File: config.mk
export PLATFORM = sky130hd
export DESIGN_NAME = id_ex_stage
export DESIGN_NICKNAME = d
export VERILOG_FILES = /design/src/rtl/id_ex_pkg.sv /design/src/rtl/id_ex_stage_fwd_unit.sv /design/src/rtl/id_ex_stage.sv
export SDC_FILE = /design/constraint.sdc
export NUM_CORES = 1
export LEC_CHECK = 0
export ABC_AREA = 1
export BUFFER_PORTS_ARGS = -buffer_cell sky130_fd_sc_hd__buf_2
export CORE_ASPECT_RATIO = 1.25
export CORE_UTILIZATION = 35
export DETAILED_ROUTE_END_ITERATION = 6
export PLACE_DENSITY = 0.61
export SYNTH_ARGS = -nofsm -noshare
export SYNTH_HDL_FRONTEND = slang
export SYNTH_SLANG_ARGS = --single-unit
File: constraint.sdc
create_clock -name Clk -period 1.7 [get_ports Clk]
set_input_delay 0.255 -clock Clk [delete_from_list [all_inputs] [get_ports Clk]]
set_output_delay 0.255 -clock Clk [all_outputs]
set_load 0.01 [all_outputs]
File: src/rtl/id_ex_pkg.sv
// Shared definitions for the ID/EX operand-select stage.
// ALU opcodes, widths, forwarding selects and the registered control bundle.
package id_ex_pkg;

  localparam int DATA_W = 32;
  localparam int REG_W  = 5;

  localparam logic [3:0] ALU_AND  = 4'd0;
  localparam logic [3:0] ALU_OR   = 4'd1;
  localparam logic [3:0] ALU_ADD  = 4'd2;
  localparam logic [3:0] ALU_NOR  = 4'd3;
  localparam logic [3:0] ALU_XOR  = 4'd4;
  localparam logic [3:0] ALU_SUB  = 4'd6;
  localparam logic [3:0] ALU_SLT  = 4'd7;
  localparam logic [3:0] ALU_JMP  = 4'd8;
  localparam logic [3:0] ALU_MUL  = 4'd9;
  localparam logic [3:0] ALU_SLL  = 4'd10;
  localparam logic [3:0] ALU_SGT  = 4'd11;
  localparam logic [3:0] ALU_CLZO = 4'd12;
  localparam logic [3:0] ALU_ROTR = 4'd13;

  typedef enum logic [1:0] {
    FWD_REG,
    FWD_MEM,
    FWD_WB
  } fwd_sel_e;

  typedef struct packed {
    logic       valid;
    logic [3:0] alu;
    logic       alusrc;
    logic       shiftsrc;
    logic       countones;
    logic       regwrite;
    logic       memread;
    logic       memwrite;
    logic       memtoreg;
  } id_ex_ctl_t;

endpackage

File: src/rtl/id_ex_stage_fwd_unit.sv
// Operand bypass: picks EX/MEM, then MEM/WB, then the stored value.
// Register 0 is hard-wired zero and never bypassed.
module fwd_unit #(
  parameter int DATA_W = 32,
  parameter int REG_W  = 5
) (
  input  logic [REG_W-1:0]  src_i,
  input  logic [DATA_W-1:0] val_i,
  input  logic              mem_we_i,
  input  logic [REG_W-1:0]  mem_reg_i,
  input  logic [DATA_W-1:0] mem_val_i,
  input  logic              wb_we_i,
  input  logic [REG_W-1:0]  wb_reg_i,
  input  logic [DATA_W-1:0] wb_val_i,
  output logic [DATA_W-1:0] fwd_o
);
  import id_ex_pkg::*;

  fwd_sel_e sel;
  logic     mem_hit;
  logic     wb_hit;

  assign mem_hit = mem_we_i && (mem_reg_i != '0)
                && (mem_reg_i == src_i);
  assign wb_hit  = wb_we_i && (wb_reg_i != '0)
                && (wb_reg_i == src_i);

  always_comb begin
    sel = FWD_REG;
    if (mem_hit)     sel = FWD_MEM;
    else if (wb_hit) sel = FWD_WB;
  end

  always_comb begin
    unique case (sel)
      FWD_MEM: fwd_o = mem_val_i;
      FWD_WB:  fwd_o = wb_val_i;
      default: fwd_o = val_i;
    endcase
  end

endmodule

File: src/rtl/id_ex_stage.sv
// ID/EX pipeline register with forwarding, ALU operand select
// and load-use hazard detection.
module id_ex_stage #(
  parameter int DATA_W = 32,
  parameter int REG_W  = 5
) (
  input  logic              Clk,
  input  logic              Rst,
  input  logic              Stall,
  input  logic              Flush,
  input  logic              ID_Valid,
  input  logic [3:0]        ID_ALUControl,
  input  logic [DATA_W-1:0] ID_ReadData1,
  input  logic [DATA_W-1:0] ID_ReadData2,
  input  logic [DATA_W-1:0] ID_Imm,
  input  logic [4:0]        ID_Shamt,
  input  logic [REG_W-1:0]  ID_Rs,
  input  logic [REG_W-1:0]  ID_Rt,
  input  logic [REG_W-1:0]  ID_Rd,
  input  logic              ID_ALUSrc,
  input  logic              ID_ShiftSrc,
  input  logic              ID_CountOnes,
  input  logic              ID_RegDst,
  input  logic              ID_RegWrite,
  input  logic              ID_MemRead,
  input  logic              ID_MemWrite,
  input  logic              ID_MemToReg,
  input  logic              MEM_RegWrite,
  input  logic [REG_W-1:0]  MEM_WriteReg,
  input  logic [DATA_W-1:0] MEM_Result,
  input  logic              WB_RegWrite,
  input  logic [REG_W-1:0]  WB_WriteReg,
  input  logic [DATA_W-1:0] WB_Data,
  output logic              LoadUseStall,
  output logic              EX_Valid,
  output logic [3:0]        EX_ALUControl,
  output logic [DATA_W-1:0] EX_A,
  output logic [DATA_W-1:0] EX_B,
  output logic [DATA_W-1:0] EX_StoreData,
  output logic [REG_W-1:0]  EX_WriteReg,
  output logic              EX_RegWrite,
  output logic              EX_MemRead,
  output logic              EX_MemWrite,
  output logic              EX_MemToReg
);
  import id_ex_pkg::*;

  id_ex_ctl_t        ctl_q, ctl_d;
  logic [DATA_W-1:0] rd1_q, rd1_d;
  logic [DATA_W-1:0] rd2_q, rd2_d;
  logic [DATA_W-1:0] imm_q, imm_d;
  logic [4:0]        shamt_q, shamt_d;
  logic [REG_W-1:0]  rs_q, rs_d;
  logic [REG_W-1:0]  rt_q, rt_d;
  logic [REG_W-1:0]  wreg_q, wreg_d;
  logic [DATA_W-1:0] fwd_rs, fwd_rt;

  fwd_unit #(.DATA_W(DATA_W), .REG_W(REG_W)) u_fwd_rs (
    .src_i     (rs_q),
    .val_i     (rd1_q),
    .mem_we_i  (MEM_RegWrite),
    .mem_reg_i (MEM_WriteReg),
    .mem_val_i (MEM_Result),
    .wb_we_i   (WB_RegWrite),
    .wb_reg_i  (WB_WriteReg),
    .wb_val_i  (WB_Data),
    .fwd_o     (fwd_rs)
  );

  fwd_unit #(.DATA_W(DATA_W), .REG_W(REG_W)) u_fwd_rt (
    .src_i     (rt_q),
    .val_i     (rd2_q),
    .mem_we_i  (MEM_RegWrite),
    .mem_reg_i (MEM_WriteReg),
    .mem_val_i (MEM_Result),
    .wb_we_i   (WB_RegWrite),
    .wb_reg_i  (WB_WriteReg),
    .wb_val_i  (WB_Data),
    .fwd_o     (fwd_rt)
  );

  assign LoadUseStall = ctl_q.valid && ctl_q.memread
                     && (wreg_q != '0) && ID_Valid
                     && ((wreg_q == ID_Rs) || (wreg_q == ID_Rt));

  // Held operands re-latch their bypassed value so a retiring
  // producer is not lost while the stage is frozen.
  always_comb begin
    ctl_d   = ctl_q;
    rd1_d   = fwd_rs;
    rd2_d   = fwd_rt;
    imm_d   = imm_q;
    shamt_d = shamt_q;
    rs_d    = rs_q;
    rt_d    = rt_q;
    wreg_d  = wreg_q;
    if (Flush || (!Stall && LoadUseStall)) begin
      ctl_d = '0;
    end else if (!Stall) begin
      ctl_d.valid     = ID_Valid;
      ctl_d.alu       = ID_ALUControl;
      ctl_d.alusrc    = ID_ALUSrc;
      ctl_d.shiftsrc  = ID_ShiftSrc;
      ctl_d.countones = ID_CountOnes;
      ctl_d.regwrite  = ID_RegWrite & ID_Valid;
      ctl_d.memread   = ID_MemRead & ID_Valid;
      ctl_d.memwrite  = ID_MemWrite & ID_Valid;
      ctl_d.memtoreg  = ID_MemToReg & ID_Valid;
      rd1_d   = ID_ReadData1;
      rd2_d   = ID_ReadData2;
      imm_d   = ID_Imm;
      shamt_d = ID_Shamt;
      rs_d    = ID_Rs;
      rt_d    = ID_Rt;
      wreg_d  = ID_RegDst ? ID_Rd : ID_Rt;
    end
  end

  always_ff @(posedge Clk or negedge Rst) begin
    if (!Rst) begin
      ctl_q   <= '0;
      rd1_q   <= '0;
      rd2_q   <= '0;
      imm_q   <= '0;
      shamt_q <= '0;
      rs_q    <= '0;
      rt_q    <= '0;
      wreg_q  <= '0;
    end else begin
      ctl_q   <= ctl_d;
      rd1_q   <= rd1_d;
      rd2_q   <= rd2_d;
      imm_q   <= imm_d;
      shamt_q <= shamt_d;
      rs_q    <= rs_d;
      rt_q    <= rt_d;
      wreg_q  <= wreg_d;
    end
  end

  always_comb begin
    EX_A = fwd_rs;
    EX_B = ctl_q.alusrc ? imm_q : fwd_rt;
    if (ctl_q.shiftsrc) begin
      EX_A = fwd_rt;
      EX_B = {{(DATA_W-5){1'b0}}, shamt_q};
    end else if (ctl_q.alu == ALU_CLZO) begin
      EX_B = {{(DATA_W-1){1'b0}}, ctl_q.countones};
    end
  end

  assign EX_StoreData  = fwd_rt;
  assign EX_Valid      = ctl_q.valid;
  assign EX_ALUControl = ctl_q.alu;
  assign EX_WriteReg   = wreg_q;
  assign EX_RegWrite   = ctl_q.regwrite;
  assign EX_MemRead    = ctl_q.memread;
  assign EX_MemWrite   = ctl_q.memwrite;
  assign EX_MemToReg   = ctl_q.memtoreg;

endmodule

==> flow_summary.json <==
{
  "run_status": "finished with violations",
  "failed_checks": "design-rule violations, negative setup slack",
  "route.detailed.drc": 3,
  "peakVddDrop_mv": 0.714,
  "path_clk_slew_ns": 0.06,
  "detailroute.via_count": 9752,
  "die_x_um": 138,
  "worstHoldStart": "ID_ALUControl[1]",
  "max-clock-path-buffers": 2,
  "top_level_ports": 320,
  "flow.area_growth_from_synthesis_pct": 62.6,
  "synth.most_common_cell": "sky130_fd_sc_hd__nand2_1",
  "dominant_cells_by_area_after_synthesis": "sky130_fd_sc_hd__dfrtp_1, sky130_fd_sc_hd__nand3_1, sky130_fd_sc_hd__nand2_1",
  "number_of_flops_mapped_to_enable_cells_by_yosys": 0,
  "design.die.area_sq_mm": 0.0237,
  "fill_cells": 2084,
  "place_hpwl_um": 24500,
  "synth.cell_area_sq_mm": 0.00808,
  "maximum_net_fanout_on_the_critical_path": 23,
  "finalHoldViolations": 0,
  "power_leakage_nw": 6.96,
  "hold-path-cell-count": 3,
  "instances_no_fill": 1879,
  "tritoncts_num_sinks": 128,
  "total_switching_power_mw": 4.30,
  "hold_path_class": "input pin to register",
  "placed_area_sq_mm": 0.0108,
  "synth_cells": 1179,
  "groute.usage.overall": 0.280,
  "ys_seq_area_frac": 0.396,
  "die-height_um": 172,
  "post_drt_wl_per_cell_um": 18.4,
  "routed_wirelength_um": 34500,
  "synth_ff_type": "sky130_fd_sc_hd__dfrtp_1",
  "drive_gt1_frac": 0.429,
  "max-cap-violations": 0,
  "initial_drt_pass_iterations": 7,
  "setup_violations_final": 129,
  "most_used_standard_cells_in_the_synthesized_netlist": "sky130_fd_sc_hd__nand2_1, sky130_fd_sc_hd__nand3_1, sky130_fd_sc_hd__dfrtp_1",
  "startpoint": "rt_q[3]",
  "p_int_mw": 8.13,
  "cts_buffers": 17,
  "power_frac_comb": 0.373,
  "critical_path_arrival_ns": 2.29,
  "layout_worst_path_cycle_share": 1.50,
  "timing.rr.end": "rd2_q[29]",
  "tritoncts": "yes",
  "grt_max_degree": 67,
  "port_buffers": 319,
  "rsz0062_at_grt": "true",
  "grt_antenna_before_repair": 7,
  "netlist.top_cell.by_area": "sky130_fd_sc_hd__dfrtp_1",
  "cp-start-kind": "register",
  "async_flop_share": 1.00,
  "final-max-slew-violation-count": 0,
  "timing.critical_path.required_ns": 1.44,
  "clock_latency_ns": 0.42,
  "final.min_clock_period_ns": 2.55,
  "yosys_register_bits": 128,
  "fin_area_sq_mm": 0.0131,
  "first_global_vias": 9133,
  "endpoint_kind": "output pin",
  "max_slew_margin": 0.636,
  "power.switching_fraction": 0.346,
  "dpl.cell_count": 1802,
  "clk_root_buffer_cell": "sky130_fd_sc_hd__clkbuf_16",
  "crit-reg2reg-launch": "rt_q[3]",
  "clock-skew-final_ns": 0.0110,
  "routabilityCongestion": 0.969,
  "wire_length_of_the_first_global_routing_pass_um": 49900,
  "min_to": "EX_ALUControl[1]",
  "seq_power_share": 0.302,
  "worstSetupPathType": "register to output pin",
  "worst_pin_slew_ns": 0.545,
  "p_total_mw": 12.4,
  "avgSynthCellArea_sq_um": 6.86,
  "yosysWarningCount": 0,
  "finalNetCount": 1786,
  "viasPerCell": 5.19,
  "rr_worst_depth": 14,
  "fp-row-count": 61,
  "drt_iter0_markers": 803,
  "gr-total-overflow": 0,
  "worst-r2r-setup-slack_ns": -0.39,
  "drt.antenna.violating_nets": 0,
  "start_util": 0.360,
  "synth_cell_type_count": 26,
  "finalSetupTns_ns": -78.83,
  "max_freq_mhz": 393,
  "cts_max_level": 4,
  "synth.top_cell.area_share": 0.396,
  "final_critical_path_setup_slack_ns": -0.846,
  "core_region_area_sq_mm": 0.0224,
  "cellPowerDensity_mw_per_mm2": 946,
  "power.clock.fraction": 0.325,
  "syn_nets": 1388
}
-- flip-flops by register name, indices dropped and copies added, names as in the netlist --
name / count
EX_ALUControl: 4
EX_MemRead: 1
EX_MemToReg: 1
EX_MemWrite: 1
EX_RegWrite: 1
EX_Valid: 1
EX_WriteReg: 5
ctl_q: 3
imm_q: 32
rd1_q: 32
rd2_q: 32
rs_q: 5
rt_q: 5
shamt_q: 5
-- power by group through the flow --
| stage | combinational, mW | sequential (mW) | clock (mW) |
|---|---|---|---|
| 6_report | 4.64 | 3.75 | 4.04 |
| 2_1_floorplan | 1.91 | 3.70 | 0 |
| 4_1_cts | 3.90 | 3.70 | 4.12 |
| 3_5_place_dp | 3.72 | 3.75 | 0 |
| 5_1_grt | 5.05 | 3.79 | 4.23 |
| 3_3_place_gp | 3.70 | 3.74 | 0 |
-- logic make-up (layout without fill, tap and decap cells) --
group,count (synthesis),after routing,synth area share
buffers and inverters,125,536,0.0746
other,0,6,0
xor gates and xnor gates,20,20,0.0217
AOI/OAI and AO/OA,53,53,0.0328
DFF,128,128,0.396
and+or+nand+nor,850,850,0.471
muxes,3,3,0.00371
-- metrics by stage --
| stage | hold slack, ns | setup slack, ns | utilization |
|---|---|---|---|
| floorplan | -0.0406 | -0.00674 | - |
| global placement | 0.187 | -0.407 | 0.480 |
| detailed placement | 0.185 | -0.442 | 0.480 |
| CTS | 0.0440 | -0.849 | 0.525 |
| global route | 0.0554 | -0.947 | 0.586 |
| finish | 0.0548 | -0.846 | 0.586 |
-- cell type report --
cell class / count / area, sq um / share of cell area
multi-input cells: 926 / 5330 / 0.406
repair buffers: 471 / 3460 / 0.263
flip-flops and latches: 128 / 3210 / 0.244
clock buffers: 17 / 425 / 0.0324
well taps: 283 / 354 / 0.0269
clock inverters: 15 / 220 / 0.0168
inverters: 33 / 129 / 0.00980
diodes: 6 / 15.0 / 0.00114
-- metal layers --
metal	vias up	share of wire	GRT usage
li1	4696	-	-
met1	4522	0.41	0.367
met2	468	0.48	0.446
met3	66	0.072	0.0457
met4	0	0.037	0.137
met5	-	0	0
-- critical path: stages, from the launching register on --
cell and delay (ns):
sky130_fd_sc_hd__dfrtp_1 0.39, sky130_fd_sc_hd__buf_4 0.14, sky130_fd_sc_hd__xor2_1 0.16, sky130_fd_sc_hd__nor2_2 0.14
sky130_fd_sc_hd__nand3_4 0.15, sky130_fd_sc_hd__buf_12 0.19, sky130_fd_sc_hd__buf_4 0.15, sky130_fd_sc_hd__nand3_1 0.09
sky130_fd_sc_hd__nand3_2 0.13, sky130_fd_sc_hd__nor2_1 0.12, sky130_fd_sc_hd__nor2_1 0.05, sky130_fd_sc_hd__buf_2 0.14
-- repair_timing --
action	4_1_cts	5_1_grt
setup endpoints to repair	159	220
gates cloned	1	5
pin swaps	14	69
hold endpoints to repair	35	0
gates resized for setup	52	222
setup buffers	13	20
hold buffers	1	0
-- how the worst max path moves through the flow --
| stage | end | slack (ns) | cells after the start |
|---|---|---|---|
| floorplan | EX_B[25] | -0.007 | 11 |
| global route | EX_B[25] | -0.95 | 11 |
| finish | EX_B[26] | -0.85 | 11 |
| detailed placement | EX_B[9] | -0.44 | 13 |
| global placement | EX_B[19] | -0.41 | 13 |
| CTS | EX_B[19] | -0.85 | 14 |
-- cell usage in the layout, fill, tap and decap left out, types with 2 or more instances in the layout --
master                      instances
sky130_fd_sc_hd__a21oi_1            7
sky130_fd_sc_hd__buf_12            25
sky130_fd_sc_hd__buf_16             2
sky130_fd_sc_hd__buf_2            289
sky130_fd_sc_hd__buf_4             98
sky130_fd_sc_hd__buf_6             48
sky130_fd_sc_hd__buf_8              3
sky130_fd_sc_hd__bufinv_16          4
sky130_fd_sc_hd__clkbuf_16         22
sky130_fd_sc_hd__clkinv_4           4
sky130_fd_sc_hd__dfrtp_1          123
sky130_fd_sc_hd__dfrtp_2            5
sky130_fd_sc_hd__diode_2            6
sky130_fd_sc_hd__inv_1             30
sky130_fd_sc_hd__inv_4              2
sky130_fd_sc_hd__inv_6              4
sky130_fd_sc_hd__inv_8              2
sky130_fd_sc_hd__mux2i_1            3
sky130_fd_sc_hd__nand2_1          366
sky130_fd_sc_hd__nand2_2           30
sky130_fd_sc_hd__nand2_4            3
sky130_fd_sc_hd__nand2_8            2
sky130_fd_sc_hd__nand3_1          264
sky130_fd_sc_hd__nand3_2           29
sky130_fd_sc_hd__nand3_4           53
sky130_fd_sc_hd__nand4_1            7
sky130_fd_sc_hd__nor2_1            44
sky130_fd_sc_hd__nor2_2            30
sky130_fd_sc_hd__nor2_4            15
sky130_fd_sc_hd__nor3_2             2
sky130_fd_sc_hd__nor3_4             2
sky130_fd_sc_hd__o21ai_0           45
sky130_fd_sc_hd__xnor2_1            7
sky130_fd_sc_hd__xnor2_2            3
sky130_fd_sc_hd__xor2_1             8
sky130_fd_sc_hd__xor2_2             2
No activity file was read; power rests on OpenSTA's default activity.
